===== src/rtl/apb_arb_pkg.sv =====
// Shared types and constants for the APB request arbiter: FSM state encoding
// and the width of the one-hot PSEL decode.
package apb_arb_pkg;

  typedef enum logic [1:0] {
    ST_IDLE   = 2'd0,
    ST_SETUP  = 2'd1,
    ST_ACCESS = 2'd2
  } apb_state_e;

  localparam int PSEL_W = 16;
  localparam int SEL_W  = 4;

endpackage


===== src/rtl/apb_rr_select.sv =====
// Round-robin grant selection: the first set request at or after ptr, wrapping
// from NREQ-1 back to 0, is returned as a one-hot grant (all zero if no request).
module apb_rr_select #(
  parameter int NREQ = 4,
  parameter int PW   = $clog2(NREQ)
) (
  input  logic [NREQ-1:0] req,
  input  logic [PW-1:0]   ptr,
  output logic [NREQ-1:0] gnt
);

  logic [PW-1:0] idx;

  // Scan from the farthest offset down so the nearest hit overwrites earlier ones.
  always_comb begin
    gnt = '0;
    idx = '0;
    for (int i = NREQ - 1; i >= 0; i--) begin
      idx = PW'((int'(ptr) + i) % NREQ);
      if (req[idx]) begin
        gnt      = '0;
        gnt[idx] = 1'b1;
      end
    end
  end

endmodule


===== src/rtl/apb_req_arbiter.sv =====
// Multi-requester APB master: round-robin arbitration into an IDLE/SETUP/ACCESS
// transfer FSM. Define APB_REQ_ARBITER_TIMEOUT_EN to bound the ACCESS wait.
module apb_req_arbiter
  import apb_arb_pkg::*;
#(
  parameter int NREQ    = 4,
  parameter int SEL_LSB = 8,
  parameter int TIMEOUT = 255
) (
  input  logic                 PCLK,
  input  logic                 PRESET,
  input  logic [NREQ-1:0]      REQ,
  input  logic [NREQ-1:0]      REQ_WRITE,
  input  logic [NREQ*32-1:0]   REQ_ADDR,
  input  logic [NREQ*32-1:0]   REQ_WDATA,
  output logic [NREQ-1:0]      DONE,
  output logic [31:0]          RDATA,
  output logic                 ERR,
  output logic [31:0]          PADDR,
  output logic [PSEL_W-1:0]    PSEL,
  output logic                 PENABLE,
  output logic                 PWRITE,
  output logic [31:0]          PWDATA,
  input  logic [31:0]          PRDATA,
  input  logic                 PREADY,
  input  logic                 PSLVERR,
  output logic                 BUSY
);

  localparam int PW = $clog2(NREQ);

  if (NREQ < 2 || NREQ > 8) begin : g_bad_nreq
    $error("apb_req_arbiter: NREQ must be 2..8");
  end
  if (SEL_LSB < 0 || SEL_LSB + SEL_W > 32) begin : g_bad_sel
    $error("apb_req_arbiter: SEL_LSB field must lie inside PADDR");
  end
  if (TIMEOUT < 1 || TIMEOUT > 65535) begin : g_bad_to
    $error("apb_req_arbiter: TIMEOUT must be 1..65535");
  end

  apb_state_e          state_q, state_d;
  logic [PW-1:0]       ptr_q, ptr_d;
  logic [NREQ-1:0]     gnt_q, gnt_d;
  logic [31:0]         paddr_q, paddr_d;
  logic [31:0]         pwdata_q, pwdata_d;
  logic                pwrite_q, pwrite_d;
  logic [PSEL_W-1:0]   psel_q, psel_d;
  logic                penable_q, penable_d;
  logic [NREQ-1:0]     done_q, done_d;
  logic [31:0]         rdata_q, rdata_d;
  logic                err_q, err_d;

`ifdef APB_REQ_ARBITER_TIMEOUT_EN
  localparam int CNT_W = 16;
  logic [CNT_W-1:0]    cnt_q, cnt_d;
`endif

  logic [NREQ-1:0]     req_m;
  logic [NREQ-1:0]     sel_gnt;
  logic [31:0]         g_addr;
  logic [31:0]         g_wdata;
  logic                g_write;
  logic [PW-1:0]       g_ptr;

  // A requester being acknowledged this cycle may still have REQ high; keep it
  // out of the next grant so it cannot win twice in a row.
  assign req_m = REQ & ~done_q;

  apb_rr_select #(
    .NREQ (NREQ),
    .PW   (PW)
  ) u_rr_select (
    .req  (req_m),
    .ptr  (ptr_q),
    .gnt  (sel_gnt)
  );

  always_comb begin
    g_addr  = '0;
    g_wdata = '0;
    g_write = 1'b0;
    g_ptr   = '0;
    for (int i = 0; i < NREQ; i++) begin
      if (sel_gnt[i]) begin
        g_addr  = REQ_ADDR[i*32 +: 32];
        g_wdata = REQ_WDATA[i*32 +: 32];
        g_write = REQ_WRITE[i];
        g_ptr   = PW'((i + 1) % NREQ);
      end
    end
  end

  always_comb begin
    state_d   = state_q;
    ptr_d     = ptr_q;
    gnt_d     = gnt_q;
    paddr_d   = paddr_q;
    pwdata_d  = pwdata_q;
    pwrite_d  = pwrite_q;
    psel_d    = psel_q;
    penable_d = penable_q;
    done_d    = '0;
    rdata_d   = '0;
    err_d     = 1'b0;
`ifdef APB_REQ_ARBITER_TIMEOUT_EN
    cnt_d     = cnt_q;
`endif
    case (state_q)
      ST_IDLE: begin
        if (|req_m) begin
          state_d  = ST_SETUP;
          gnt_d    = sel_gnt;
          ptr_d    = g_ptr;
          paddr_d  = g_addr;
          pwdata_d = g_wdata;
          pwrite_d = g_write;
          psel_d   = '0;
          psel_d[g_addr[SEL_LSB +: SEL_W]] = 1'b1;
        end
      end
      ST_SETUP: begin
        state_d   = ST_ACCESS;
        penable_d = 1'b1;
`ifdef APB_REQ_ARBITER_TIMEOUT_EN
        cnt_d     = '0;
`endif
      end
      ST_ACCESS: begin
        if (PREADY) begin
          state_d   = ST_IDLE;
          psel_d    = '0;
          penable_d = 1'b0;
          done_d    = gnt_q;
          rdata_d   = pwrite_q ? 32'h0 : PRDATA;
          err_d     = PSLVERR;
        end
`ifdef APB_REQ_ARBITER_TIMEOUT_EN
        else if (cnt_q == CNT_W'(TIMEOUT - 1)) begin
          state_d   = ST_IDLE;
          psel_d    = '0;
          penable_d = 1'b0;
          done_d    = gnt_q;
          err_d     = 1'b1;
        end else begin
          cnt_d = cnt_q + 1'b1;
        end
`endif
      end
      default: state_d = ST_IDLE;
    endcase
  end

  always_ff @(posedge PCLK) begin
    if (PRESET) begin
      state_q   <= ST_IDLE;
      ptr_q     <= '0;
      gnt_q     <= '0;
      paddr_q   <= '0;
      pwdata_q  <= '0;
      pwrite_q  <= 1'b0;
      psel_q    <= '0;
      penable_q <= 1'b0;
      done_q    <= '0;
      rdata_q   <= '0;
      err_q     <= 1'b0;
`ifdef APB_REQ_ARBITER_TIMEOUT_EN
      cnt_q     <= '0;
`endif
    end else begin
      state_q   <= state_d;
      ptr_q     <= ptr_d;
      gnt_q     <= gnt_d;
      paddr_q   <= paddr_d;
      pwdata_q  <= pwdata_d;
      pwrite_q  <= pwrite_d;
      psel_q    <= psel_d;
      penable_q <= penable_d;
      done_q    <= done_d;
      rdata_q   <= rdata_d;
      err_q     <= err_d;
`ifdef APB_REQ_ARBITER_TIMEOUT_EN
      cnt_q     <= cnt_d;
`endif
    end
  end

  assign PADDR   = paddr_q;
  assign PWDATA  = pwdata_q;
  assign PWRITE  = pwrite_q;
  assign PSEL    = psel_q;
  assign PENABLE = penable_q;
  assign DONE    = done_q;
  assign RDATA   = rdata_q;
  assign ERR     = err_q;
  assign BUSY    = (state_q != ST_IDLE);

endmodule


===== config.mk =====
export PLATFORM = sky130hd
export DESIGN_NAME = apb_req_arbiter
export DESIGN_NICKNAME = d
export VERILOG_FILES = /design/src/rtl/apb_arb_pkg.sv /design/src/rtl/apb_rr_select.sv /design/src/rtl/apb_req_arbiter.sv
export SDC_FILE = /design/constraint.sdc
export NUM_CORES = 1
export LEC_CHECK = 0
export CAP_MARGIN = 20
export CELL_PAD_IN_SITES_DETAIL_PLACEMENT = 0
export CELL_PAD_IN_SITES_GLOBAL_PLACEMENT = 1
export CORE_ASPECT_RATIO = 0.6
export CORE_MARGIN = 4
export CORE_UTILIZATION = 28
export CTS_BUF_LIST = sky130_fd_sc_hd__clkbuf_8 sky130_fd_sc_hd__clkbuf_16
export CTS_CLUSTER_SIZE = 14
export DETAILED_ROUTE_END_ITERATION = 10
export GPL_ROUTABILITY_DRIVEN = 1
export GPL_TIMING_DRIVEN = 0
export PLACE_DENSITY_LB_ADDON = 0.1
export SLEW_MARGIN = 20
export SYNTH_ARGS = -nofsm -noshare
export SYNTH_HDL_FRONTEND = slang
export SYNTH_SLANG_ARGS = --single-unit

===== constraint.sdc =====
create_clock -name PCLK -period 6 [get_ports PCLK]
set_clock_uncertainty 0.05 [all_clocks]
set_input_delay 1.5 -clock PCLK [delete_from_list [all_inputs] [get_ports PCLK]]
set_output_delay 1.5 -clock PCLK [all_outputs]
set_load 0.01 [all_outputs]

Yosys cells after proc, flatten, opt, wreduce, memory -nomap -nowiden
Index checks and enable logic that the tools add are counted.
{ "word_totals": {"reg_bits": 127, "mem_bits_rw": 0, "out_inout_bits": 120, "elab_cells": 94, "latch_bits": 0, "romBits": 0, "mem_count": 0, "input_bits": 300} }
{ "op_classes": {"order_cmp": 10, "n_reduce_logical": 16, "eq_ne": 4, "div_mod_pow": 0, "addsub": 3, "mul": 0, "bitwise_logic": 4, "n_mux": 46, "shift": 0} }
{ "op_table": {"columns": ["cell", "n"], "rows": [
  ["32-bit 2-to-1 mux", 8],
  ["16-bit 2-to-1 mux", 2],
  ["16-bit one-hot mux with 2 select lines", 1],
  ["4-bit 2-to-1 mux", 4],
  ["1-bit 2-to-1 mux", 15],
  ["2-bit by 3-bit < comparator with 1-bit output, second input constant", 4],
  ["2-bit 2-to-1 mux", 5],
  ["1-bit binary-select mux with 2-bit select", 4],
  ["1-bit demux with 2-bit select", 4],
  ["2-bit by 1-bit greater-or-equal comparator with 1-bit output, second input constant", 4],
  ["4-bit OR reduction", 2],
  ["2-bit one-hot mux with 3 select lines", 1],
  ["2-bit AND reduction", 3],
  ["2-bit nonzero test", 3],
  ["1-bit logical AND", 5],
  ["4-bit by 5-bit < comparator with 1-bit output, second input constant", 1],
  ["2-bit adder, second input constant", 2],
  ["4-bit AND", 1],
  ["1-bit demux with 4-bit select", 1],
  ["4-bit by 1-bit greater-or-equal comparator with 1-bit output, second input constant", 1],
  ["2-bit != test, second input constant", 2],
  ["4-bit NOT", 1],
  ["3-bit AND reduction", 1],
  ["3-bit OR reduction", 1],
  ["other kinds (6)", 7]
]} }

Longest topological paths before layout
{ "depth": {"word_depth": 19, "mapped_depth": 13, "depth_no_buf": 9} }

Cells and area by module
A second synthesis with hierarchy kept.
{ "hier_totals": {"hier_cells": 767, "hier_area_um2": 6563.8} }
{ "modules_own_cells": {"columns": ["mod", "area_each_um2", "n_inst", "cells_per_inst", "seq_area_each_um2"], "rows": [
  ["apb_req_arbiter", 6150.9, 1, 720, 2542.4],
  ["apb_rr_select", 412.9, 1, 47, 0.0]
]} }

Worst setup path before layout
No wires, ideal clock.
{ "synth_path": {"path_type": "in2reg", "startpoint": "input REQ[1]", "endpoint": "register psel_q[11], in the netlist PSEL[11]", "setup_ps": 101, "slack_ps": 2093, "path_stages": 9, "n_path_buf": 2, "required_ps": 5849, "arrival_ps": 3756, "path_cell_list": "or4bb_1 and4_1 clkbuf_1 mux2i_2 a21o_1 buf_2 a31o_1 a311o_2 o41ai_1"} }
{ "synth_via": {"elab_chain_cells": 17, "elab_cells_between_ends": 27, "classes_between": "order compare: 2; eq/ne: 1; mux: 20; bitwise: 1; reduce/logical: 3"} }
{ "synth_lines": {"columns": ["item", "line_no", "source"], "rows": [
  ["from (decl)", "apb_req_arbiter.sv:12", "input logic [NREQ-1:0] REQ,"],
  ["4-bit AND (*)", "apb_req_arbiter.sv:68", "assign req_m = REQ & ~done_q;"],
  ["1-bit binary-select mux with 2-bit select", "apb_rr_select.sv:20", "if (req[idx]) begin"],
  ["1-bit 2-to-1 mux (implied by the code)", "apb_rr_select.sv:20", null],
  ["4-bit 2-to-1 mux (4 in series)", "apb_rr_select.sv:20", null],
  ["32-bit 2-to-1 mux (4 in series)", "apb_req_arbiter.sv:85", "if (sel_gnt[i]) begin"],
  ["4-bit by 5-bit < comparator with 1-bit output (implied by the code) / 4-bit by 1-bit greater-or-equal comparator with 1-bit output (equally long branches)", "apb_req_arbiter.sv:119", "psel_d[g_addr[SEL_LSB +: SEL_W]] = 1'b1;"],
  ["1-bit logical AND (implied by the code)", "apb_req_arbiter.sv:119", null],
  ["1-bit 2-to-1 mux (implied by the code)", "apb_req_arbiter.sv:119", null],
  ["1-bit demux with 4-bit select", "apb_req_arbiter.sv:119", null],
  ["16-bit 2-to-1 mux", "apb_req_arbiter.sv:111", "if (|req_m) begin"],
  ["16-bit one-hot mux with 2 select lines", "apb_req_arbiter.sv:109", "case (state_q)"],
  ["to (signal assigned)", "apb_req_arbiter.sv:177", "psel_q <= psel_d;"],
  ["to (decl)", "apb_req_arbiter.sv:48", "logic [PSEL_W-1:0] psel_q, psel_d;"]
]} }
Mark *: on every way between the ends. The rest lies on a longest branch, timed or not. The select of a mux whose other input is x is not followed.
A chain may end at the register's enable or synchronous reset.

Worst setup path after layout
{ "layout_path": {"startpoint": "input REQ[0]", "endpoint": "register paddr_q[28], in the netlist PADDR[28]"} }
{ "layout_via": {"elab_chain_cells": 11, "elab_cells_between_ends": 19, "classes_between": "mux: 16; bitwise: 1; reduce/logical: 2"} }
{ "layout_lines": {"columns": ["item", "line_no", "source"], "rows": [
  ["4-bit AND (*)", "apb_req_arbiter.sv:68", null],
  ["1-bit binary-select mux with 2-bit select", "apb_rr_select.sv:20", null],
  ["1-bit 2-to-1 mux (implied by the code)", "apb_rr_select.sv:20", null],
  ["4-bit 2-to-1 mux (4 in series)", "apb_rr_select.sv:20", null],
  ["32-bit 2-to-1 mux (4 in series)", "apb_req_arbiter.sv:85", null],
  ["to (signal assigned)", "apb_req_arbiter.sv:174", "paddr_q <= paddr_d;"],
  ["to (decl)", "apb_req_arbiter.sv:45", "logic [31:0] paddr_q, paddr_d;"]
]} }
Marks and branches as above.

==> flow_summary.json <==
{
  "worst-path-max-fanout": 10,
  "clock_sink_count": 127,
  "core_area_sq_um": 23400,
  "cts_buffers": 17,
  "grt_usage": 0.2549,
  "syn_area_per_cell_sq_um": 8.707,
  "yosysWarnings": 0,
  "num_vias": 8108,
  "post_cts_buffers": 0,
  "gp_congestion": 0.8587,
  "startpoint": "REQ[0]",
  "clkLatencyLatePin_ps": 420,
  "utilization": 0.5093,
  "h-tree-depth": 4,
  "grt_pass1_vias": 8232,
  "mostFrequentLayoutCell": "clkdlybuf4s50_1",
  "layout-drive-gt1-share": 0.05151,
  "place_ws_ps": 502.1,
  "die-area_sq_um": 26730,
  "io_buffers": 419,
  "antenna_found_initial": 1,
  "synth_flop_cell": "dfxtp_1",
  "synth_edf_count": 0,
  "arrival_ps": 5370,
  "cts_tree": "yes",
  "cp-end-kind": "register",
  "worstSetupStartpointType": "primary input",
  "finalWorstSetupSlack_ps": 852.4,
  "syn-cell-area_sq_um": 6748,
  "first_pass_iters": 5,
  "cts-resized-gates": 0,
  "chipHeight_um": 128.2,
  "slew_viol_final": 0,
  "synth-seq-area-share": 0.3768,
  "initial_core_util": 0.2883,
  "ys_ff_latch": 127,
  "cp_common_cell": "o221ai_1",
  "setup_violations": 0,
  "syn-instance-count": 775,
  "die_w_um": 208.4,
  "final_nets": 1521,
  "holdBufCountCts": 0,
  "max_stage_delay_ps": 610,
  "place.detailed.hpwl_um": 27960,
  "synth_top_cell_by_area": "dfxtp_1",
  "fmax_ghz": 0.1943,
  "num_antenna_cells": 0,
  "post-route-period-util": 0.8579,
  "synth_top_area_share": 0.3768,
  "first_iter_violations": 517,
  "min_period_ps": 5148,
  "path_class": "in -> reg",
  "rsz0062_at_grt": "false",
  "remaining_drc_errors": 0,
  "run_status": "complete, no violations",
  "grt_pass1_wl_um": 52430,
  "grt_max_degree": 17,
  "hold_path_class": "reg -> reg",
  "ir_worst_vdd_uv": 225.3,
  "power.leakage_nw": 4.543,
  "worst_ep_required_time_ps": 6230,
  "finalWirelength_um": 35500,
  "cp_top_family": "buffers and inverters",
  "cts.clk_slew.worst_paths_ps": 60,
  "fp-row-count": 43,
  "ios": 420,
  "yosys-top-cells-area": "dfxtp_1 38%, o221ai_1 8.0%, a211oi_1 7.5%, a21o_1 6.9%, nor3b_1 6.8%",
  "antenna_left": 0,
  "path_buf_inv": 3,
  "wire_per_inst_um": 23.08,
  "worst_pin_slew_ps": 809.5,
  "hold_viol_final": 0,
  "r2r_start": "ptr_q[0]",
  "synth.distinct_cells": 58,
  "synthToLayoutAreaGrowth_pct": 76.64,
  "path_cells": "clkdlybuf4s50_1, and2b_1, mux4_2, a211o_1, o221ai_1, clkbuf_1, buf_1, nor3b_1, o221ai_1, a211oi_1",
  "powerDensity_nw_per_um2": 517.7,
  "tns_ps": 0,
  "syn_nets": 1083,
  "relSlewSlack": 0.4583,
  "drv_cap": 0,
  "mostFrequentLayoutCells": "419 x clkdlybuf4s50_1, 127 x dfxtp_1, 69 x a21oi_1, 69 x nor2_1, 67 x a211oi_1",
  "cts.path.max_buffers": 2,
  "cts-root-buf": "clkbuf_16",
  "slowest_stage": "clkbuf_1",
  "avgViaCountPerCell": 5.272,
  "grt-ovfl-total": 0,
  "async_flop_share": 0,
  "min_from": "PSEL[0]"
}
## worst reg2reg max path, stage by stage, from the launching register on
cell and delay (ps):
dfxtp_1 500, buf_2 310, inv_1 140, ha_1 370
or4bb_1 240, nand4_2 190, a211o_1 270, o221ai_1 560
clkbuf_1 610, buf_1 570, nor3b_1 110, o221ai_1 360
a211oi_1 140
## logic make-up (layout without fill, tap and decap cells)
group | count (synthesis) | count (layout) | synth area share
AO/OA/AOI/OAI | 315 | 315 | 0.3443
adder cells (fa/ha/maj) | 8 | 8 | 0.01483
buffers and inverters | 92 | 540 | 0.05581
flip-flops | 127 | 127 | 0.3768
multiplexers | 6 | 6 | 0.01502
AND/OR/NAND/NOR | 227 | 227 | 0.1932
## power by group
part / leakage [nW] / internal, mW / switching [mW]
Combinational: 3.20 / 1.57 / 2.25
Clock: 0.296 / 0.661 / 0.386
Sequential: 1.04 / 1.13 / 0.168
Total: 4.54 / 3.36 / 2.81
## routing by layer
layer | part of all wire | GRT usage | wire length (um) | vias up
met5 | 0.00037 | 0 | 13 | -
met4 | 0.0078 | 0.03937 | 276 | 2
met3 | 0.082 | 0.07557 | 2895 | 19
met2 | 0.46 | 0.4073 | 16270 | 341
met1 | 0.45 | 0.3498 | 16040 | 3910
li1 | - | - | - | 3836
## cells in the mapped netlist (all sizes together), types with 5 or more instances
library cell / n
a21o: 62
nor2: 69
nor3b: 62
clkbuf: 51
and2: 38
ha: 8
buf: 30
o221ai: 62
o21ai: 5
o41ai: 16
a21oi: 70
inv: 11
a211oi: 67
nand2: 26
nand2b: 5
a211o: 5
dfxtp: 127
## final timing paths
| kind | slack [ps] | depth (start not counted) | to |
|---|---|---|---|
| max | 850 | 10 | PADDR[28] |
| min | 400 | 2 | PSEL[0] |
| max reg2reg | 1430 | 12 | PADDR[28] |
| min reg2reg | 400 | 2 | PSEL[0] |
## per-stage QoR
stage	area [sq um]	hold WS, ps	power, mW	instances
6_report	11920	401.5	6.171	1538
5_1_grt	11920	423.0	6.545	1538
3_5_place_dp	11340	383.6	5.086	1509
2_1_floorplan	6748	379.6	3.408	775
3_3_place_gp	11340	383.1	5.087	1509
4_1_cts	11920	406.2	6.157	1538
## sequential cells by signal, summed over array words and instances (netlist names)
signal	count
PADDR	32
PWDATA	32
RDATA	32
PSEL	16
DONE	4
gnt_q	4
ptr_q	2
state_q	2
ERR	1
PENABLE	1
PWRITE	1
## cell type report
class	count	area [sq um]
plain buffers	81	335.3
clock buffers	19	452.9
clock inverters	10	122.6
fillers	2242	11480
inverters	11	41.29
multi-input cells	556	3836
flip-flops and latches	127	2542
well taps	315	394.1
repair buffers	419	4194
Power figures use the tool's default switching activity.
